## config.mk

```make
export PLATFORM = sky130hd
export DESIGN_NAME = fp2_operand_loader_flat
export DESIGN_NICKNAME = d
export VERILOG_FILES = /design/src/rtl/fp2_pkg.sv /design/src/rtl/fp2_operand_loader_if.sv /design/src/rtl/fp2_operand_loader.sv /design/src/flat_wrapper.sv
export SDC_FILE = /design/constraint.sdc
export NUM_CORES = 1
export LEC_CHECK = 0
export BUFFER_PORTS_ARGS = -buffer_cell sky130_fd_sc_hd__buf_2
export CORE_AREA = 5 5 83 85
export CTS_BUF_LIST = sky130_fd_sc_hd__clkbuf_8
export CTS_CLUSTER_SIZE = 24
export DETAILED_ROUTE_END_ITERATION = 8
export DIE_AREA = 0 0 88 90
export GPL_TIMING_DRIVEN = 0
export HOLD_SLACK_MARGIN = 0.08
export PLACE_DENSITY = 0.8
export SYNTH_ARGS = -nofsm -noshare
export SYNTH_HDL_FRONTEND = slang
export SYNTH_SLANG_ARGS = --single-unit
```

## constraint.sdc

```tcl
create_clock -name io_mainClk -period 4.6 [get_ports io_mainClk]
set_input_delay 0.46 -clock io_mainClk [delete_from_list [all_inputs] [get_ports io_mainClk]]
set_output_delay 0.46 -clock io_mainClk [all_outputs]
set_load 0.03 [all_outputs]
```

## src/rtl/fp2_pkg.sv

```systemverilog
// Shared constants and types for the Fp2 operand loading path.
// Operand select codes map directly onto the one-hot memory write enables.
package fp2_pkg;

  localparam int FP2_RADIX      = 32;
  localparam int FP2_WIDTH_REAL = 12;
  localparam int FP2_CNT_W      = 16;

  localparam logic [1:0] OPSEL_A0 = 2'd0;
  localparam logic [1:0] OPSEL_A1 = 2'd1;
  localparam logic [1:0] OPSEL_B0 = 2'd2;
  localparam logic [1:0] OPSEL_B1 = 2'd3;

  typedef enum logic [1:0] {
    IDLE  = 2'd0,
    LOAD  = 2'd1,
    START = 2'd2,
    WAIT  = 2'd3
  } loader_state_t;

  // bit0 a0, bit1 a1, bit2 b0, bit3 b1
  function automatic logic [3:0] opsel_onehot(input logic [1:0] sel);
    logic [3:0] en;
    case (sel)
      OPSEL_A0: en = 4'b0001;
      OPSEL_A1: en = 4'b0010;
      OPSEL_B0: en = 4'b0100;
      default:  en = 4'b1000;
    endcase
    return en;
  endfunction

endpackage

```

## src/rtl/fp2_operand_loader_if.sv

```systemverilog
// Digit stream into the operand loader.
// A digit transfers on every rising clock edge where in_valid and in_ready are both high;
// the master holds in_data stable while in_valid is high, and ready may drop without warning.
interface fp2_operand_loader_if #(
  parameter int RADIX = 32
) ();
  logic             in_valid;
  logic             in_ready;
  logic [RADIX-1:0] in_data;

  modport master (output in_valid, output in_data, input in_ready);
  modport slave  (input in_valid, input in_data, output in_ready);
endinterface

```

## src/rtl/fp2_operand_loader.sv

```systemverilog
// Streams RADIX-bit digits LSD-first into the a0/a1/b0/b1 memories, then starts the
// Fp2 multiplier and holds off new input until it reports done.
module fp2_operand_loader
  import fp2_pkg::*;
#(
  parameter int RADIX      = FP2_RADIX,
  parameter int WIDTH_REAL = FP2_WIDTH_REAL,
  parameter int CNT_W      = FP2_CNT_W,
  localparam int ADDR_W    = (WIDTH_REAL > 1) ? $clog2(WIDTH_REAL) : 1
) (
  input  logic                  io_mainClk,
  input  logic                  io_systemReset,
  fp2_operand_loader_if.slave   s_in,
  input  logic                  abort,
  output logic [3:0]            mem_wr_en,
  output logic [ADDR_W-1:0]     mem_wr_addr,
  output logic [RADIX-1:0]      mem_din,
  output logic                  mult_rst,
  output logic                  mult_start,
  input  logic                  mult_done,
  output logic                  busy,
  output logic                  op_done,
  output logic [CNT_W-1:0]      op_count,
  output loader_state_t         state_dbg
);

  localparam logic [ADDR_W-1:0] CNT_LAST = ADDR_W'(WIDTH_REAL - 1);

  loader_state_t     state;
  logic [1:0]        sel;
  logic [ADDR_W-1:0] cnt;
  logic              xfer;

  assign s_in.in_ready = (state == IDLE) || (state == LOAD);
  assign xfer          = s_in.in_valid && s_in.in_ready;
  assign busy          = (state != IDLE);
  assign state_dbg     = state;

  always_ff @(posedge io_mainClk) begin
    if (io_systemReset) begin
      state       <= IDLE;
      sel         <= OPSEL_A0;
      cnt         <= '0;
      mem_wr_en   <= '0;
      mem_wr_addr <= '0;
      mem_din     <= '0;
      mult_rst    <= 1'b0;
      mult_start  <= 1'b0;
      op_done     <= 1'b0;
      op_count    <= '0;
    end else if (abort) begin
      // Abort drops any same-cycle transfer and resets the multiplier, keeping op_count.
      state      <= IDLE;
      sel        <= OPSEL_A0;
      cnt        <= '0;
      mem_wr_en  <= '0;
      mult_rst   <= 1'b1;
      mult_start <= 1'b0;
      op_done    <= 1'b0;
    end else begin
      mem_wr_en  <= '0;
      mult_rst   <= 1'b0;
      mult_start <= 1'b0;
      op_done    <= 1'b0;

      if (xfer) begin
        mem_wr_en   <= opsel_onehot(sel);
        mem_wr_addr <= cnt;
        mem_din     <= s_in.in_data;
      end

      case (state)
        IDLE, LOAD: begin
          if (xfer) begin
            if (cnt == CNT_LAST) begin
              cnt <= '0;
              if (sel == OPSEL_B1) begin
                state <= START;
              end else begin
                sel   <= sel + 2'd1;
                state <= LOAD;
              end
            end else begin
              cnt   <= cnt + ADDR_W'(1);
              state <= LOAD;
            end
          end
        end
        START: begin
          // One cycle of slack so the final digit's write lands before the start pulse.
          sel        <= OPSEL_A0;
          mult_start <= 1'b1;
          state      <= WAIT;
        end
        WAIT: begin
          // A done pulse overlapping our own start belongs to no operation of ours.
          if (mult_done && !mult_start) begin
            op_done  <= 1'b1;
            op_count <= op_count + CNT_W'(1);
            state    <= IDLE;
          end
        end
        default: state <= IDLE;
      endcase
    end
  end

endmodule

```

## src/flat_wrapper.sv

```systemverilog
// flat-port wrapper written by rule: the top's interface ports become plain ports
module fp2_operand_loader_flat import fp2_pkg::*;
#(
  parameter int RADIX      = FP2_RADIX,
  parameter int WIDTH_REAL = FP2_WIDTH_REAL,
  parameter int CNT_W      = FP2_CNT_W,
  localparam int ADDR_W    = (WIDTH_REAL > 1) ? $clog2(WIDTH_REAL) : 1
)
  (io_mainClk, io_systemReset, abort, mem_wr_en, mem_wr_addr, mem_din, mult_rst, mult_start, mult_done, busy, op_done, op_count, state_dbg, s_in_in_valid, s_in_in_data, s_in_in_ready);
  fp2_operand_loader_if #(.RADIX(RADIX)) s_in_i ();
  input  logic io_mainClk;
  input  logic io_systemReset;
  input  logic abort;
  output logic [3:0] mem_wr_en;
  output logic [ADDR_W-1:0] mem_wr_addr;
  output logic [RADIX-1:0] mem_din;
  output logic mult_rst;
  output logic mult_start;
  input  logic mult_done;
  output logic busy;
  output logic op_done;
  output logic [CNT_W-1:0] op_count;
  output loader_state_t state_dbg;
  input wire logic [$bits(s_in_i.in_valid)-1:0] s_in_in_valid;
  input wire logic [$bits(s_in_i.in_data)-1:0] s_in_in_data;
  output wire logic [$bits(s_in_i.in_ready)-1:0] s_in_in_ready;
  assign s_in_i.in_valid = s_in_in_valid;
  assign s_in_i.in_data = s_in_in_data;
  assign s_in_in_ready = s_in_i.in_ready;
  fp2_operand_loader #(.RADIX(RADIX), .WIDTH_REAL(WIDTH_REAL), .CNT_W(CNT_W)) u_core (.io_mainClk(io_mainClk), .io_systemReset(io_systemReset), .s_in(s_in_i), .abort(abort), .mem_wr_en(mem_wr_en), .mem_wr_addr(mem_wr_addr), .mem_din(mem_din), .mult_rst(mult_rst), .mult_start(mult_start), .mult_done(mult_done), .busy(busy), .op_done(op_done), .op_count(op_count), .state_dbg(state_dbg));
endmodule
```

**Yosys cells after proc, flatten, opt, wreduce, memory -nomap -nowiden**

Cells that the tools add are included.

- Muxes and demuxes: 14
- Add/subtract/negate cells: 3
- $lt $le $gt $ge: 0
- $mul: 0
- Equality and inequality tests: 11
- Divide/modulo/power cells: 0
- Shift-type cells: 0
- Reduce and logical (&&, ||, !) cells: 17
- Bitwise logic cells: 3

Operator list:

| operator | number |
|---|---|
| $add 16x1->16 const B | 1 |
| $mux 2 | 7 |
| $pmux 4 s3 | 1 |
| $eq 2x2->1 const B | 4 |
| $ne 2x1->1 const B | 3 |
| $pmux 2 s3 | 1 |
| $reduce_and 2->1 | 3 |
| $reduce_or 3->1 | 2 |
| $add 4x1->4 const B | 1 |
| $eq 2x1->1 const B | 2 |
| $eq 4x4->1 const B | 1 |
| $logic_not 2->1 | 2 |
| $mux 4 | 1 |
| $pmux 2 s2 | 1 |
| $reduce_and 4->1 | 1 |
| $reduce_bool 2->1 | 2 |
| $reduce_or 2->1 | 2 |
| $mux 1 | 3 |
| $not 1->1 | 3 |
| $reduce_and 3->1 | 1 |
| $add 2x1->2 const B | 1 |
| $logic_and 1x1->1 | 2 |
| $ne 2x2->1 const B | 1 |
| $logic_not 1->1 | 1 |
| $logic_or 1x1->1 | 1 |

- Memory bits (read-only): 0
- Word-level logic and storage cells: 58
- Memories: 0
- Input port bits: 37
- Bits in latches: 0
- Bits in registers: 67
- Output and inout port bits: 63
- Bits in writable memories: 0

**Depth between registers and ports, before layout**

Gate-level depths: netlist of run 1.

- Word-level depth: 5
- Mapped depth: 7

**Least setup slack after synthesis of run 1**

Ideal clock, no wire load.

- Kind: flip-flop to flip-flop
- From: reg u_core.state[1] (netlist: u_core.state_dbg[1])
- To: reg u_core.op_count[15]
- Clock period less this slack: 1.689 ns
- Path slack: 2.911 ns
- Cell stages (with the launch flop): 6
- Path buffers: 1
- Setup time: 0.070 ns
- Data arrival time: 1.619 ns
- Data required time: 4.530 ns
- Path through: dfxtp_1 > and4b_1 > buf_4 > nand3_2 > or4_1 > a21oi_1

- Word-level cells in the longest chain between the ends: 2

RTL lines:

| what | RTL line | source |
|---|---|---|
| start: declaration | fp2_operand_loader.sv:29 | `loader_state_t state;` |
| start signal: assignment | fp2_operand_loader.sv:41 | `state <= IDLE;` |
| start signal: assignment | fp2_operand_loader.sv:53 | `state <= IDLE;` |
| start signal: assignment | fp2_operand_loader.sv:78 | `state <= START;` |
| $eq 2x2->1 | fp2_operand_loader.sv:72 | `case (state)` |
| $reduce_and 3->1 (no source line) | - |  |
| end signal: assignment | fp2_operand_loader.sv:99 | `op_count <= op_count + CNT_W'(1);` |
| end: declaration | fp2_operand_loader.sv:23 | `output logic [CNT_W-1:0] op_count,` |

Every way passes these cells.
A chain may end at the register's enable or synchronous reset.

**Worst setup path in the final report of run 1**

- From: reg u_core.state[1] (netlist: u_core.state_dbg[1])
- To: reg u_core.mem_din[6]

- Word-level cells in the longest chain between the ends: 4
- Elaborated cells between the ends (all ways): 5
- Classes of those cells: 1 x eq/ne; 4 x reduce/logical

RTL lines:

| what | RTL line | source |
|---|---|---|
| $eq 2x1->1 or $logic_not 2->1 (tied branches) | fp2_operand_loader.sv:34 | `assign s_in.in_ready = (state == IDLE) \|\| (state == LOAD);` |
| $logic_or 1x1->1 * | fp2_operand_loader.sv:34 |  |
| $logic_and 1x1->1 * | fp2_operand_loader.sv:35 | `assign xfer = s_in.in_valid && s_in.in_ready;` |
| $reduce_and 2->1 (no source line) * | - |  |
| end signal: assignment | fp2_operand_loader.sv:69 | `mem_din <= s_in.in_data;` |
| end: declaration | fp2_operand_loader.sv:17 | `output logic [RADIX-1:0] mem_din,` |

Mark *: on every way between the ends. The rest lies on a longest branch, timed or not.

==> results of run 1 <==
## power by group through the flow
stage                     clock network [µW]  registers, µW  logic [µW]
final                                    527            602         107
after global routing                     575            603         118
after CTS                                547            602         108
after detailed placement                   0            615         108
after global placement                     0            615         107
after floorplan                            0            643        37.7
## critical path: stages, from the launching register on
cell,delay (ns)
dfxtp_1,0.37
nand2b_1,0.16
buf_2,0.16
nor2_2,0.33
clkbuf_1,0.38
nand2_1,0.12
a21oi_1,0.13
## cells by family after synthesis
group | count (synthesis) | synth area share (%)
buffers and inverters | 22 | 3.58
flip-flops | 67 | 51.2
adder cells (fa/ha/maj) | 7 | 3.34
XOR/XNOR | 9 | 3.01
multiplexers | 3 | 1.15
AO/OA/AOI/OAI | 60 | 11.6
AND/OR/NAND/NOR | 144 | 26.1
## Yosys cell counts, drive strengths merged, types with 2 or more instances
| cell type | instances |
|---|---|
| a21oi | 46 |
| or3 | 6 |
| xor2 | 3 |
| nor2b | 2 |
| nor3 | 3 |
| nand2 | 79 |
| mux2i | 3 |
| nor2 | 20 |
| o21ai | 12 |
| or2 | 3 |
| buf | 7 |
| clkbuf | 11 |
| and4b | 2 |
| and2 | 2 |
| nand2b | 2 |
| xnor2 | 6 |
| nand4 | 3 |
| nor3b | 5 |
| nand3 | 8 |
| ha | 7 |
| dfxtp | 67 |
| inv | 4 |
| and4 | 3 |
## per-stage QoR
step | std cells | cell area (µm²)
after floorplan | 312 | 2620
after CTS | 504 | 3430
after global placement | 488 | 3210
after detailed placement | 488 | 3210
after global routing | 504 | 3430
final | 504 | 3430
## worst max-delay path by stage
stage                                     start                                to  slack (ns)  cells past startpoint
2_1_floorplan  u_core.state_dbg[1]$_SDFFE_PP0P_  u_core.op_count[15]$_SDFFE_PP0P_        2.91                      5
3_5_place_dp                              abort   u_core.mem_din[18]$_SDFFE_PP0P_        2.67                      6
5_1_grt        u_core.state_dbg[1]$_SDFFE_PP0P_    u_core.mem_din[9]$_SDFFE_PP0P_        2.65                      6
3_3_place_gp                              abort    u_core.mem_din[5]$_SDFFE_PP0P_        2.71                      6
4_1_cts        u_core.state_dbg[1]$_SDFFE_PP0P_    u_core.mem_din[6]$_SDFFE_PP0P_        2.84                      6
6_report       u_core.state_dbg[1]$_SDFFE_PP0P_    u_core.mem_din[6]$_SDFFE_PP0P_        2.89                      6
## registers in the layout, indices dropped and copies added (netlist names), 2 cells and up
name / flops
u_core.mem_din: 32
u_core.op_count: 16
u_core.sel: 2
u_core.mem_wr_addr: 4
u_core.mem_wr_en: 4
u_core.cnt: 4
u_core.state_dbg: 2
## cell type report
cell class | count | area (µm²) | share of cell area, %
Clock buffer | 10 | 138 | 4.01
Sequential cell | 67 | 1340 | 39.1
Tap cell | 77 | 96.3 | 2.81
Timing Repair Buffer | 99 | 495 | 14.4
Buffer | 18 | 78.8 | 2.30
Clock inverter | 6 | 81.3 | 2.37
Inverter | 4 | 15.0 | 0.437
Multi-Input combinational cell | 223 | 1190 | 34.6
## layer usage
metal	GRT usage, %	up-vias	routed length [µm]
li1	-	1257	-
met1	18.8	1103	2700
met2	26.3	67	3010
met3	4.84	8	461
met4	5.88	0	72
met5	0	-	0
## cells in the final DEF (no fill, tap or decap), types with 2 or more instances in the layout
master,n
nand2_1,79
clkbuf_1,11
nand3_1,7
mux2i_1,3
and2_1,2
nand2b_1,2
nor2_1,19
a21oi_1,46
o21ai_0,12
or2_2,3
xor2_1,3
nor3b_1,5
or3_1,6
nand4_1,2
xnor2_1,6
and4b_1,2
bufinv_16,2
buf_2,105
nor2b_1,2
and4_1,3
ha_1,7
clkbuf_8,10
nor3_1,3
dfxtp_1,67
inv_1,6
==> impl_metrics.json, run 1 <==
{
  "clock_sinks": 67,
  "synth-seq-cells": 67,
  "overflow": 0,
  "drive_gt1_share_pct": 29.7,
  "synth.net_count": 356,
  "critPathArrivalTime_ns": 1.98,
  "r2r_end": "u_core.mem_din[6]$_SDFFE_PP0P_",
  "synth-edff-count": 0,
  "power.density_nw_per_um2": 360,
  "drv_slew": 0,
  "grt_pass1_vias": 2192,
  "grt_usage_pct": 15.8,
  "netlist_area_um2": 2620,
  "seq_area_frac_synth_pct": 51.2,
  "path_class": "reg -> reg",
  "ir_drop_mv": 0.211,
  "hpwl_mm": 4.61,
  "critPathRequiredTime_ns": 4.87,
  "fp.dieW_um": 88,
  "start_kind": "flip-flop",
  "min_path_cells": 3,
  "comb_power_share_pct": 8.7,
  "grt_max_degree": 12,
  "holdWs_ns": 0.355,
  "initial_core_util_pct": 42.7,
  "gp_congestion": 0.751,
  "cts_tree": "built",
  "grt_pass1_wl_mm": 10.0,
  "critPathCaptureType": "flip-flop",
  "rows": 29,
  "rsz0062_at_grt": "no",
  "fmax_mhz": 583,
  "synthCells": 312,
  "p_sw_uw": 290,
  "slew_headroom_pct": 64.5,
  "period_needed_ns": 1.71,
  "clockRootBuffer": "clkbuf_8",
  "die-area_um2": 7920,
  "finalHoldViolCount": 0,
  "ff2ff_path_depth": 6,
  "worstHoldStart": "s_in_in_data[10]",
  "path_clk_slew_ns": 0.07,
  "cts_buffer_depth": 2,
  "preCtsSetupSlack_ns": 2.67,
  "numPortBuffers": 99,
  "area_growth_pct": 30.9,
  "maxCapViolCount": 0,
  "fill_cells": 599,
  "drt-wirelength-per-cell_um": 12.4,
  "cp_max_fo": 10,
  "clock_latency_ns": 0.34,
  "coreArea_um2": 6130,
  "vias_per_cell": 4.83,
  "hold_class": "in -> reg",
  "insertedDiodeCount": 0,
  "setup_ws_ns": 2.89,
  "finalSetupViolCount": 0,
  "first_pass_iters": 4,
  "p_int_uw": 946,
  "fin_tns_setup_ns": 0,
  "sequentialPowerShare_pct": 48.7,
  "grt_antenna_before_repair": 0,
  "wl_mm": 6.24,
  "async_flop_share_pct": 0,
  "power.total_uw": 1240,
  "fin_util_pct": 56.0,
  "drc_errors": 0,
  "dieHeight_um": 90,
  "drtAntennaViolNets": 0,
  "num_vias": 2435,
  "yosys_warnings": 0,
  "synth_top_area_share_pct": 51.2,
  "io_pins": 100,
  "nNetsFinal": 466,
  "cts_resized": 0,
  "cts_buffers": 9,
  "skew_ns": 0.00836,
  "ys.flop_type": "dfxtp_1",
  "min_period_over_period_pct": 37.3,
  "worst_pin_slew_ns": 0.533,
  "switching_share_pct": 23.4,
  "holdPathEnd": "u_core.mem_din[10]$_SDFFE_PP0P_",
  "status": "finished clean",
  "synth_area_leaders": "dfxtp_1 (51%), nand2_1 (11%), a21oi_1 (8.8%)",
  "reg2reg_slack_ns": 2.89,
  "cts_setup_buffers": 0,
  "htree_levels": 3,
  "avgSynthCellArea_um2": 8.40,
  "synth.distinct_cells": 35,
  "power_frac_clock_pct": 42.7,
  "p_leak_uw": 0.00155,
  "holdBufCountCts": 0,
  "drt_iter0_drc": 88,
  "reg2reg_from": "u_core.state_dbg[1]$_SDFFE_PP0P_",
  "yosys.area.top_type": "dfxtp_1"
}
(Power assumes the default switching activity.)
==> run 2: changes to the inputs <==
--- a/config.mk
+++ b/config.mk
@@ -5,12 +5,13 @@
 export SDC_FILE = /design/constraint.sdc
 export NUM_CORES = 1
 export LEC_CHECK = 0
+export ABC_AREA = 1
 export BUFFER_PORTS_ARGS = -buffer_cell sky130_fd_sc_hd__buf_2
-export CORE_AREA = 5 5 83 85
+export CORE_AREA = 5 5 86 88
 export CTS_BUF_LIST = sky130_fd_sc_hd__clkbuf_8
 export CTS_CLUSTER_SIZE = 24
 export DETAILED_ROUTE_END_ITERATION = 8
-export DIE_AREA = 0 0 88 90
+export DIE_AREA = 0 0 91 93
 export GPL_TIMING_DRIVEN = 0
 export HOLD_SLACK_MARGIN = 0.08
 export PLACE_DENSITY = 0.8
==> constraint.sdc (replaced) <==
create_clock -name io_mainClk -period 1.6 [get_ports io_mainClk]
set_input_delay 0.16 -clock io_mainClk [delete_from_list [all_inputs] [get_ports io_mainClk]]
set_output_delay 0.16 -clock io_mainClk [all_outputs]
set_load 0.03 [all_outputs]
==> run 2 against run 1 <==
Against the previous run:
- cell count rose by 18%
- setup slack got worse by 2.7 ns
- design area is 15% higher
- sequential power grew to 2.9 times the previous value
- non-clock buffer count grew 25
- register-to-register slack got worse by 2.7 ns
- routed wire length grew 21%
- via count is 18% higher
- flip-flop and latch count is the same
==> impl_metrics.json, run 2 <==
{
  "yosys_warnings": 0,
  "critPathCaptureType": "flip-flop",
  "use_met3_pct": 4.83,
  "synth.distinct_cells": 30,
  "htree_levels": 3,
  "min_period_over_period_pct": 89.7,
  "grt_use_met1_pct": 20.0,
  "rsz0062_at_grt": "no",
  "grt_pass1_vias": 2919,
  "nNetsFinal": 557,
  "cts_buffers": 9,
  "reg_top3": "u_core.mem_din: 32 flops, u_core.op_count: 16 flops",
  "top_usage_layer": "met2",
  "async_flop_share_pct": 0,
  "synth_top_area_share_pct": 47.2,
  "slowest_stage": "dlygate4sd3_1",
  "fin_util_pct": 60.3,
  "coreArea_um2": 6570,
  "synth-edff-count": 0,
  "seq_area_frac_synth_pct": 47.2,
  "critPathRequiredTime_ns": 1.87,
  "ir_drop_mv": 0.689,
  "drt-wirelength-per-cell_um": 12.7,
  "finalSetupViolCount": 0,
  "insertedDiodeCount": 0,
  "seq_area_um2": 1340,
  "worst_pin_slew_ns": 0.348,
  "path_clk_slew_ns": 0.06,
  "drc_errors": 0,
  "status": "finished clean",
  "fmax_mhz": 697,
  "grt_pass1_wl_mm": 12.9,
  "synth.net_count": 415,
  "most-common-layout-cells": "nor2_1 (112), buf_2 (99), dfxtp_1 (67)",
  "largest_reg_flops": 32,
  "hpwl_mm": 5.21,
  "worstHoldStart": "s_in_in_data[14]",
  "gp_congestion": 0.967,
  "cts_setup_buffers": 0,
  "grt_antenna_before_repair": 0,
  "p_leak_uw": 0.00198,
  "gr-usage-met2_pct": 33.4,
  "ys.flop_type": "dfxtp_1",
  "die-area_um2": 8460,
  "hold_class": "in -> reg",
  "avgSynthCellArea_um2": 7.66,
  "fp.dieW_um": 91,
  "vias_per_cell": 4.84,
  "max_flop_register": "u_core.mem_din",
  "fill_cells": 574,
  "slew_headroom_pct": 76.8,
  "max_stage_delay_ns": 0.54,
  "first_pass_iters": 4,
  "drt_iter0_drc": 105,
  "clock_sinks": 67,
  "synth-seq-cells": 67,
  "maxCapViolCount": 0,
  "fin_tns_setup_ns": 0,
  "num_vias": 2882,
  "power.density_nw_per_um2": 929,
  "cp_max_fo": 10,
  "clock_latency_ns": 0.34,
  "netlist_area_um2": 2840,
  "area_growth_pct": 39.4,
  "multi_input_area_um2": 1280,
  "grt_max_degree": 11,
  "path_cells": "dlygate4sd3_1 > buf_2 > inv_1 > clkbuf_1 > o21ai_0 > nor2_1",
  "wl_mm": 7.58,
  "yosysMostFrequentCell": "nor2_1",
  "clockRootBuffer": "clkbuf_8",
  "synth_commonest_cells": "nor2_1 (112), dfxtp_1 (67), nand2_1 (49)",
  "cts_tree": "built",
  "start_kind": "input pin",
  "layout_commonest_cell": "nor2_1",
  "synthCells": 371,
  "drtAntennaViolNets": 0,
  "drive_gt1_share_pct": 27.9,
  "critPathArrivalTime_ns": 1.70,
  "numPortBuffers": 99,
  "yosys.area.top_type": "dfxtp_1",
  "reg2reg_from": "u_core.op_count[0]$_SDFFE_PP0P_",
  "grt_usage_pct": 18.3,
  "rows": 30,
  "synth_area_leaders": "dfxtp_1 (47%), nor2_1 (15%), o21ai_0 (6.9%)",
  "drv_slew": 0,
  "setup.worst_path.start": "io_systemReset",
  "skew_ns": 0.00400,
  "finalHoldViolCount": 0,
  "cts_buffer_depth": 2,
  "io_pins": 100,
  "overflow": 0,
  "period_needed_ns": 1.44,
  "path_class": "in -> reg",
  "dieHeight_um": 93,
  "initial_core_util_pct": 43.3
}
==> run 2: worst paths after layout <==
check                                                           to  slack (ns)  cells after the start
worst max-delay path               u_core.mem_din[14]$_SDFFE_PP0P_        0.16                      6
worst min-delay path               u_core.mem_din[14]$_SDFFE_PP0P_         0.1                      3
worst max register to register    u_core.op_count[12]$_SDFFE_PP0P_        0.18                      8
worst min register to register  u_core.mem_wr_addr[0]$_SDFFE_PP0P_        0.48                      2
==> run 2: timing repair <==
item	4_1_cts	5_1_grt
hold endpoints to repair	32	0
endpoints found under the setup margin	0	9
gates resized for setup	0	3
hold buffers	32	0
==> run 2: logic make-up after synthesis <==
kind of cell / count (synthesis) / share of synthesized area [%]
AOI/OAI and AO/OA: 56 / 10.3
and+or+nand+nor: 193 / 30.9
DFF: 67 / 47.2
adders and majority gates: 7 / 3.08
buffers and inverters: 46 / 7.97
xor gates and xnor gates: 2 / 0.617
==> run 2: final cells by class <==
type	count	share of cell area (%)
multi-input cells	258	32.2
clock buffers	12	4.17
flip-flops and latches	67	33.9
repair buffers	131	20.6
clock inverters	2	0.884
well taps	80	2.53
plain buffers	11	2.31
inverters	35	3.44
==> run 2: per-layer routing <==
metal  vias up  wire (µm)
met1      1332       3080
met5         -          0
met3        20        408
met2        75       3910
met4         0        184
li1       1455          -
==> run 2: per-stage QoR <==
step                      worst slack (ns)  hold slack, ns  cells  total power [µW]  area (µm²)
after floorplan                     0.0804           0.232    371              2060        2840
after global placement               0.203           0.361    550              2200        3440
after detailed placement             0.161           0.363    550              2210        3440
after CTS                           0.0443          0.0814    596              3710        3960
after global routing                0.0152          0.0944    596              3830        3960
final                                0.165          0.0981    596              3680        3960
==> run 2: critical path: cells and delay by family <==
family,cells,cell delay (ns)
buf+inv,4,1.25
compound gates,1,0.15
simple gates,1,0.13
==> run 2: report_power, final <==
| part | internal (µW) | total, µW | switching (µW) |
|---|---|---|---|
| clock network | 828 | 1440 | 610 |
| registers | 1730 | 1760 | 32.7 |
| logic | 184 | 477 | 293 |
| total | 2740 | 3680 | 935 |
